File: src/rtl/lcg_stream.sv
// Iterating LCG source: X(n+1) = (a*X(n) + c) mod m, streamed out
// over valid/ready. Multiply once, then restoring reduction MSB first.
module lcg_stream #(
  parameter int W = 32
) (
  input  logic         CLK,
  input  logic         RST_N,
  input  logic         seed_valid,
  output logic         seed_ready,
  input  logic [W-1:0] seed,
  input  logic [W-1:0] MODULUS,
  input  logic [W-1:0] MULTIPLIER,
  input  logic [W-1:0] INCREMENT,
  input  logic         stop,
  output logic         out_valid,
  input  logic         out_ready,
  output logic [W-1:0] out_value,
  output logic         busy,
  output logic         err_mod_zero
);

  localparam int KW = $clog2(2 * W);

  typedef enum logic [1:0] {
    IDLE,
    MUL,
    RED,
    HOLD
  } state_t;

  state_t         state_q, state_d;
  logic [W-1:0]   x_q, x_d;
  logic [W-1:0]   a_q, a_d;
  logic [W-1:0]   c_q, c_d;
  logic [W-1:0]   m_q, m_d;
  logic [2*W-1:0] t_q, t_d;
  logic [W:0]     r_q, r_d;
  logic [KW-1:0]  k_q, k_d;
  logic           fin_q, fin_d;
  logic [W-1:0]   out_q, out_d;
  logic           err_q, err_d;

  logic           seed_hs;
  logic [W:0]     r_sh;
  logic [W:0]     r_sub;
  logic           r_ge;

  assign seed_ready   = (state_q == IDLE) ||
                        (state_q == HOLD);
  assign busy         = (state_q == MUL) ||
                        (state_q == RED);
  assign out_valid    = (state_q == HOLD);
  assign out_value    = out_q;
  assign err_mod_zero = err_q;

  assign seed_hs = seed_valid & seed_ready;
  assign r_sh    = {r_q[W-1:0], t_q[2*W-1]};
  assign r_ge    = (r_sh >= {1'b0, m_q});
  assign r_sub   = r_sh - {1'b0, m_q};

  always_comb begin
    state_d = state_q;
    x_d     = x_q;
    a_d     = a_q;
    c_d     = c_q;
    m_d     = m_q;
    t_d     = t_q;
    r_d     = r_q;
    k_d     = k_q;
    fin_d   = fin_q;
    out_d   = out_q;
    err_d   = err_q;

    unique case (state_q)
      IDLE: ;
      MUL: begin
        t_d     = {{W{1'b0}}, a_q} * {{W{1'b0}}, x_q}
                + {{W{1'b0}}, c_q};
        r_d     = '0;
        k_d     = KW'(2 * W - 1);
        fin_d   = 1'b0;
        state_d = RED;
      end
      RED: begin
        if (fin_q) begin
          out_d   = r_q[W-1:0];
          state_d = HOLD;
        end else begin
          r_d = r_ge ? r_sub : r_sh;
          t_d = t_q << 1;
          if (k_q == '0) fin_d = 1'b1;
          else k_d = k_q - 1'b1;
        end
      end
      HOLD: begin
        if (out_ready) begin
          x_d     = out_q;
          state_d = MUL;
        end
      end
      default: state_d = IDLE;
    endcase

    // A new seed drops any pending output in HOLD
    if (seed_hs) begin
      if (MODULUS != '0) begin
        x_d     = seed;
        a_d     = MULTIPLIER;
        c_d     = INCREMENT;
        m_d     = MODULUS;
        err_d   = 1'b0;
        state_d = MUL;
      end else begin
        x_d     = x_q;
        err_d   = 1'b1;
        state_d = IDLE;
      end
    end

    if (stop) begin
      x_d     = x_q;
      state_d = IDLE;
    end
  end

  always_ff @(posedge CLK or negedge RST_N) begin
    if (!RST_N) begin
      state_q <= IDLE;
      x_q     <= '0;
      a_q     <= '0;
      c_q     <= '0;
      m_q     <= '0;
      t_q     <= '0;
      r_q     <= '0;
      k_q     <= '0;
      fin_q   <= 1'b0;
      out_q   <= '0;
      err_q   <= 1'b0;
    end else begin
      state_q <= state_d;
      x_q     <= x_d;
      a_q     <= a_d;
      c_q     <= c_d;
      m_q     <= m_d;
      t_q     <= t_d;
      r_q     <= r_d;
      k_q     <= k_d;
      fin_q   <= fin_d;
      out_q   <= out_d;
      err_q   <= err_d;
    end
  end

endmodule

File: config.mk
export PLATFORM = sky130hd
export DESIGN_NAME = lcg_stream
export DESIGN_NICKNAME = d
export VERILOG_FILES = /design/src/rtl/lcg_stream.sv
export SDC_FILE = /design/constraint.sdc
export NUM_CORES = 2
export LEC_CHECK = 0
export ABC_CLOCK_PERIOD_IN_PS = 7600
export CAP_MARGIN = 20
export CORE_MARGIN = 2
export CORE_UTILIZATION = 59
export CTS_CLUSTER_SIZE = 8
export DETAILED_ROUTE_END_ITERATION = 12
export PLACE_DENSITY_LB_ADDON = 0.2
export SETUP_SLACK_MARGIN = 0.3
export SYNTH_ARGS = -nofsm -noshare
export SYNTH_HDL_FRONTEND = slang
export SYNTH_SLANG_ARGS = --single-unit
File: constraint.sdc
create_clock -name CLK -period 7.6 [get_ports CLK]
set_input_delay 0.76 -clock CLK [delete_from_list [all_inputs] [get_ports CLK]]
set_output_delay 0.76 -clock CLK [all_outputs]
set_load 0.03 [all_outputs]
Word-level counts from Yosys, hierarchy flattened
Index checks and enable logic that the tools add are counted.
{"block": "word_totals", "register_bits": 266, "input_bits": 133, "wordCells": 63}
{"block": "classes", "addsub": 3, "multipliers": 1, "n_lt_le_gt_ge": 1, "n_eq_ne": 8, "mux": 22, "bitwise_logic": 2, "n_reduce_logical": 15}
{"operator": "$mux W32", "n": 6}
{"operator": "$pmux W64 S2", "n": 1}
{"operator": "$add A64 B32 Y64", "n": 1}
{"operator": "$mul A32 B32 Y64", "n": 1}
{"operator": "$mux W64", "n": 1}
{"operator": "$pmux W32 S2", "n": 1}
{"operator": "$ge A33 B32 Y1", "n": 1}
{"operator": "$reduce_bool A32 Y1", "n": 1}
{"operator": "$sub A32 B32 Y32", "n": 1}
{"operator": "$mux W6", "n": 2}
{"operator": "$pmux W6 S2", "n": 1}
{"operator": "$mux W2", "n": 4}
{"operator": "$logic_not A6 Y1", "n": 1}
{"operator": "$pmux W2 S3", "n": 1}
{"operator": "$reduce_and A2 Y1", "n": 3}
{"operator": "$reduce_and A3 Y1", "n": 2}
{"operator": "$reduce_bool A2 Y1", "n": 3}
{"operator": "$sub A6 B1 Y6 const B", "n": 1}
{"operator": "$reduce_bool A5 Y1", "n": 1}
{"operator": "$eq A2 B2 Y1 const B", "n": 2}
{"operator": "$mux W1", "n": 4}
{"operator": "$ne A2 B2 Y1 const B", "n": 2}
{"operator": "$ne A4 B2 Y1 const B", "n": 1}
{"operator": "$ne A4 B4 Y1 const B", "n": 1}
{"operator": "other kinds (8)", "n": 9}

Longest topological paths before layout
{"block": "depth", "ltp_word": 5, "ltp_mapped": 30, "depth_no_buf": 28}

Worst setup path after synthesis
Ideal clock, no wire load.
{"block": "synth_timing", "path_kind": "register to register", "start": "register x_q[0]", "end": "register t_q[55]", "setup_ns": 0.126, "arrival_ns": 7.217, "slack_ns": 0.257, "stages_incl_launch_ff": 28, "n_path_buf": 2, "path_cell_list": "dfrtp_1 > clkbuf_1 > and2_1 > fa_1 > fa_1 > fa_1 > inv_1 > fa_1 > inv_1 > fa_1 > inv_1 > fa_1 > inv_1 > fa_1 > inv_1 > fa_1 > inv_1 > ha_1 > buf_2 > a21o_1 > a31oi_1 > o21ai_1 > or2_1 > a221o_1 > o21a_1 > a31o_2 > xnor2_1 > a221o_1"}
{"block": "synth_via", "elab_chain_len": 3}
{"element": "start, declared", "line_no": "32", "source": "logic [W-1:0] x_q, x_d;"}
{"element": "start signal, assigned", "line_no": "129", "source": "x_q <= '0;"}
{"element": "start signal, assigned", "line_no": "141", "source": "x_q <= x_d;"}
{"element": "$mul A32 B32 Y64", "line_no": "77", "source": "t_d = {{W{1'b0}}, a_q} * {{W{1'b0}}, x_q}"}
{"element": "$add A64 B32 Y64", "line_no": "78", "source": "+ {{W{1'b0}}, c_q};"}
{"element": "$pmux W64 S2", "line_no": "74", "source": "unique case (state_q)"}
{"element": "end signal, assigned", "line_no": "145", "source": "t_q <= t_d;"}
{"element": "end, declared", "line_no": "36", "source": "logic [2*W-1:0] t_q, t_d;"}
Every way passes these cells.
A chain may end at the register's enable or synchronous reset.

Final worst setup path
{"block": "layout_timing", "start": "register x_q[2]", "end": "register t_q[55]"}
The elaborated chain is that of the path after synthesis.

==> summary.txt <==
Synth
  – Net Count, Synth: 6395
  – Primary FF master, synth: dfrtp_1
  – Ys Warns: 0
  – Synth top area share: 39.3%
  – Cell area after synthesis: 0.0473 mm²
  – Post-synthesis cell count: 5032
  – Syn avg cell area: 9.40 µm²
  – Sequential cell area fraction in the yosys report: 14.1%
  – Asr flop ratio synth: 100%
  – Synth area leader: fa_1
  – Top cells by count, synth: inv_1, fa_1, and2_1
  – Synth area leaders: fa_1, dfrtp_1, inv_1
  – Library cells used by synthesis: 74
  – Seq cells post-synth: 266
  – Post-synth EDFFs: 0
  – Top-count cell post-synth: inv_1

Critical path
  – CP dominant cell by count: fa_1
  – Crit Reg-Reg Endpoint: t_q[55]
  – Crit path required time: 8050 ps
  – Max incr delay on CP: 570 ps
  – CP max-delay cell: fa_1
  – WP data arrival: 8130 ps
  – Element type at the critical path start: flop
  – Top delay family on crit path: adder cells
  – Crit. End Element: flop
  – Worst path bufs/invs: 7
  – Reg2reg path depth: 26
  – Worst R2R Start: x_q[2]
  – Kind of critical path: reg2reg
  – Crit Path Max Fanout: 5
  – Register-to-register setup slack: -70 ps

Floorplanning
  – DIE AREA: 0.0825 mm²
  – Row count: 103
  – Starting Density: 59.8%
  – Core Area: 0.0791 mm²
  – Die Wd: 287 µm
  – Ports: 169
  – Chip Height: 287 µm

Route
  – WL/cell: 20.3 µm
  – Post-DR vias/cell: 5.59
  – Final ANT Viol Nets: 0
  – # DRC: 0
  – Starting DRC count in detailed routing: 2625
  – Overall routed net length: 129 mm
  – Pre-antenna DRT Iters: 5
  – Vias: 35700

GRT
  – Remaining global-route overflow: 0
  – Overall Global Routing Usage: 32.2%
  – First-pass GRT wire length: 206 mm
  – Vias in the first global route: 38200
  – Initial antenna violation count: 7
  – Largest net degree at the start of global routing: 89

Clock tree
  – CTS Root Cell: clkbuf_16
  – Cts hold-fix bufs: 0
  – Clock Pin Slew Worst Setup and Hold Paths: 60 ps
  – Clock Sinks: 266
  – Clk_lat worst skew: 620 ps
  – Total CTS buffers: 42
  – CTS tree: yes
  – Max clock buf depth: 3
  – H-tree depth: 2

Placement
  – Placed Area: 0.0518 mm²
  – GPL Wtd Cong: 0.943
  – IO buf count: 168
  – Dpl hpwl: 104 mm

Timing
  – Final Critical Period: 7670 ps
  – Setup slack after layout: -72.4 ps
  – Final clock skew: 65.4 ps
  – RSZ-0062 raised after global routing: yes
  – Slew headroom: 35.5%
  – Final Hold Viols: 0
  – Worst hold slack: 170 ps
  – Worst-margin pin slew: 967 ps
  – Final setup fails: 2
  – Final Max Slew Viols: 0
  – F_max: 130 MHz
  – Fin crit share: 101%

Cells and area
  – Design Area, Final: 0.0553 mm²
  – Filler instances: 5956
  – Area Overhead vs Synth: 16.8%
  – Share of layout cells above drive strength 1: 16.1%
  – Final nets: 6681

Flow run
  – Max-cap violations: 0

Run status
  – Failing checks: negative setup slack
  – Status: finished, violations left

Hold path
  – HP Class: in2async
## flip-flops by register name, indices dropped and copies added (netlist names), 6 cells and up
name	flops
t_q	64
a_q	32
c_q	32
m_q	32
out_value	32
r_q	32
x_q	32
k_q	6
## layout make-up
type                    instances  area (µm²)  area share (%)
diodes                          1        2.50         0.00453
clock buffers                  47        1100            1.99
clock inverters                 9         149           0.269
inverters                    1033        3880            7.01
multi-input cells            3450       36900            66.8
flip-flops and latches        266        6690            12.1
well taps                    1050        1310            2.38
repair buffers                525        5230            9.45
## cells by family after synthesis
logic type / synth area share, %
multiplexers: 4.45
adder cells (fa/ha/maj): 47.3
flip-flops: 14.1
AO/OA/AOI/OAI: 6.75
buffers and inverters: 10.5
AND/OR/NAND/NOR: 15.3
XOR/XNOR: 1.65
## cell usage in the layout, fill, tap and decap left out, types with 10 or more instances in the layout
master / instances
inv_1: 978
fa_1: 885
and2_1: 583
nand2_1: 509
ha_1: 270
buf_4: 252
dfrtp_1: 238
a21oi_1: 183
clkdlybuf4s50_1: 167
nor2_1: 138
mux2_2: 130
o21ai_0: 68
mux2i_1: 62
a21o_1: 57
inv_2: 55
xnor2_1: 52
clkbuf_16: 46
buf_6: 46
fa_2: 44
buf_12: 42
and2_4: 33
xor2_1: 32
nand4_1: 30
ha_4: 28
dfrtp_2: 28
o21bai_1: 24
a21oi_2: 20
o21a_1: 19
nor3_1: 19
nand3_1: 17
o21ai_1: 17
and3_1: 14
nor4_1: 13
o21ai_2: 12
nand3b_1: 12
a21oi_4: 10
## per-layer routing
| layer | up-vias | global-route usage [%] | wire length (µm) |
|---|---|---|---|
| li1 | 15800 | - | - |
| met1 | 18200 | 43.4 | 52400 |
| met2 | 1391 | 52.3 | 60900 |
| met3 | 252 | 7.17 | 11300 |
| met4 | 6 | 10.3 | 4760 |
| met5 | - | 0 | 39 |
## worst max path at each step
stage,startpoint,to,slack [ps],depth (start not counted)
after floorplan,x_q[1],t_q[55],310,27
after global placement,a_q[10],t_q[55],-90,24
after detailed placement,a_q[14],t_q[55],-140,24
after CTS,x_q[2],t_q[55],20,26
after global routing,a_q[14],t_q[61],-310,27
final,x_q[2],t_q[55],-70,26
## per-stage QoR
stage / setup slack (ps) / util (%) / instances / setup TNS, ps
finish: -72.4 / 69.9 / 6381 / -88.4
global route: -305 / 69.9 / 6380 / -2360
CTS: 20.8 / 68.2 / 6332 / 0
detailed placement: -139 / 65.5 / 6246 / -512
global placement: -85.5 / 65.5 / 6246 / -164
floorplan: 308 / - / 5032 / 0
## repair_timing
item	4_1_cts	5_1_grt
gates resized for setup	195	223
endpoints found under the setup margin	34	44
gates cloned	2	3
pin swaps	98	132
buffers inserted	28	44
Power is left out: the tool's default activity adds up to more than one toggle a clock period on the data nets, which glitch-free logic cannot reach.
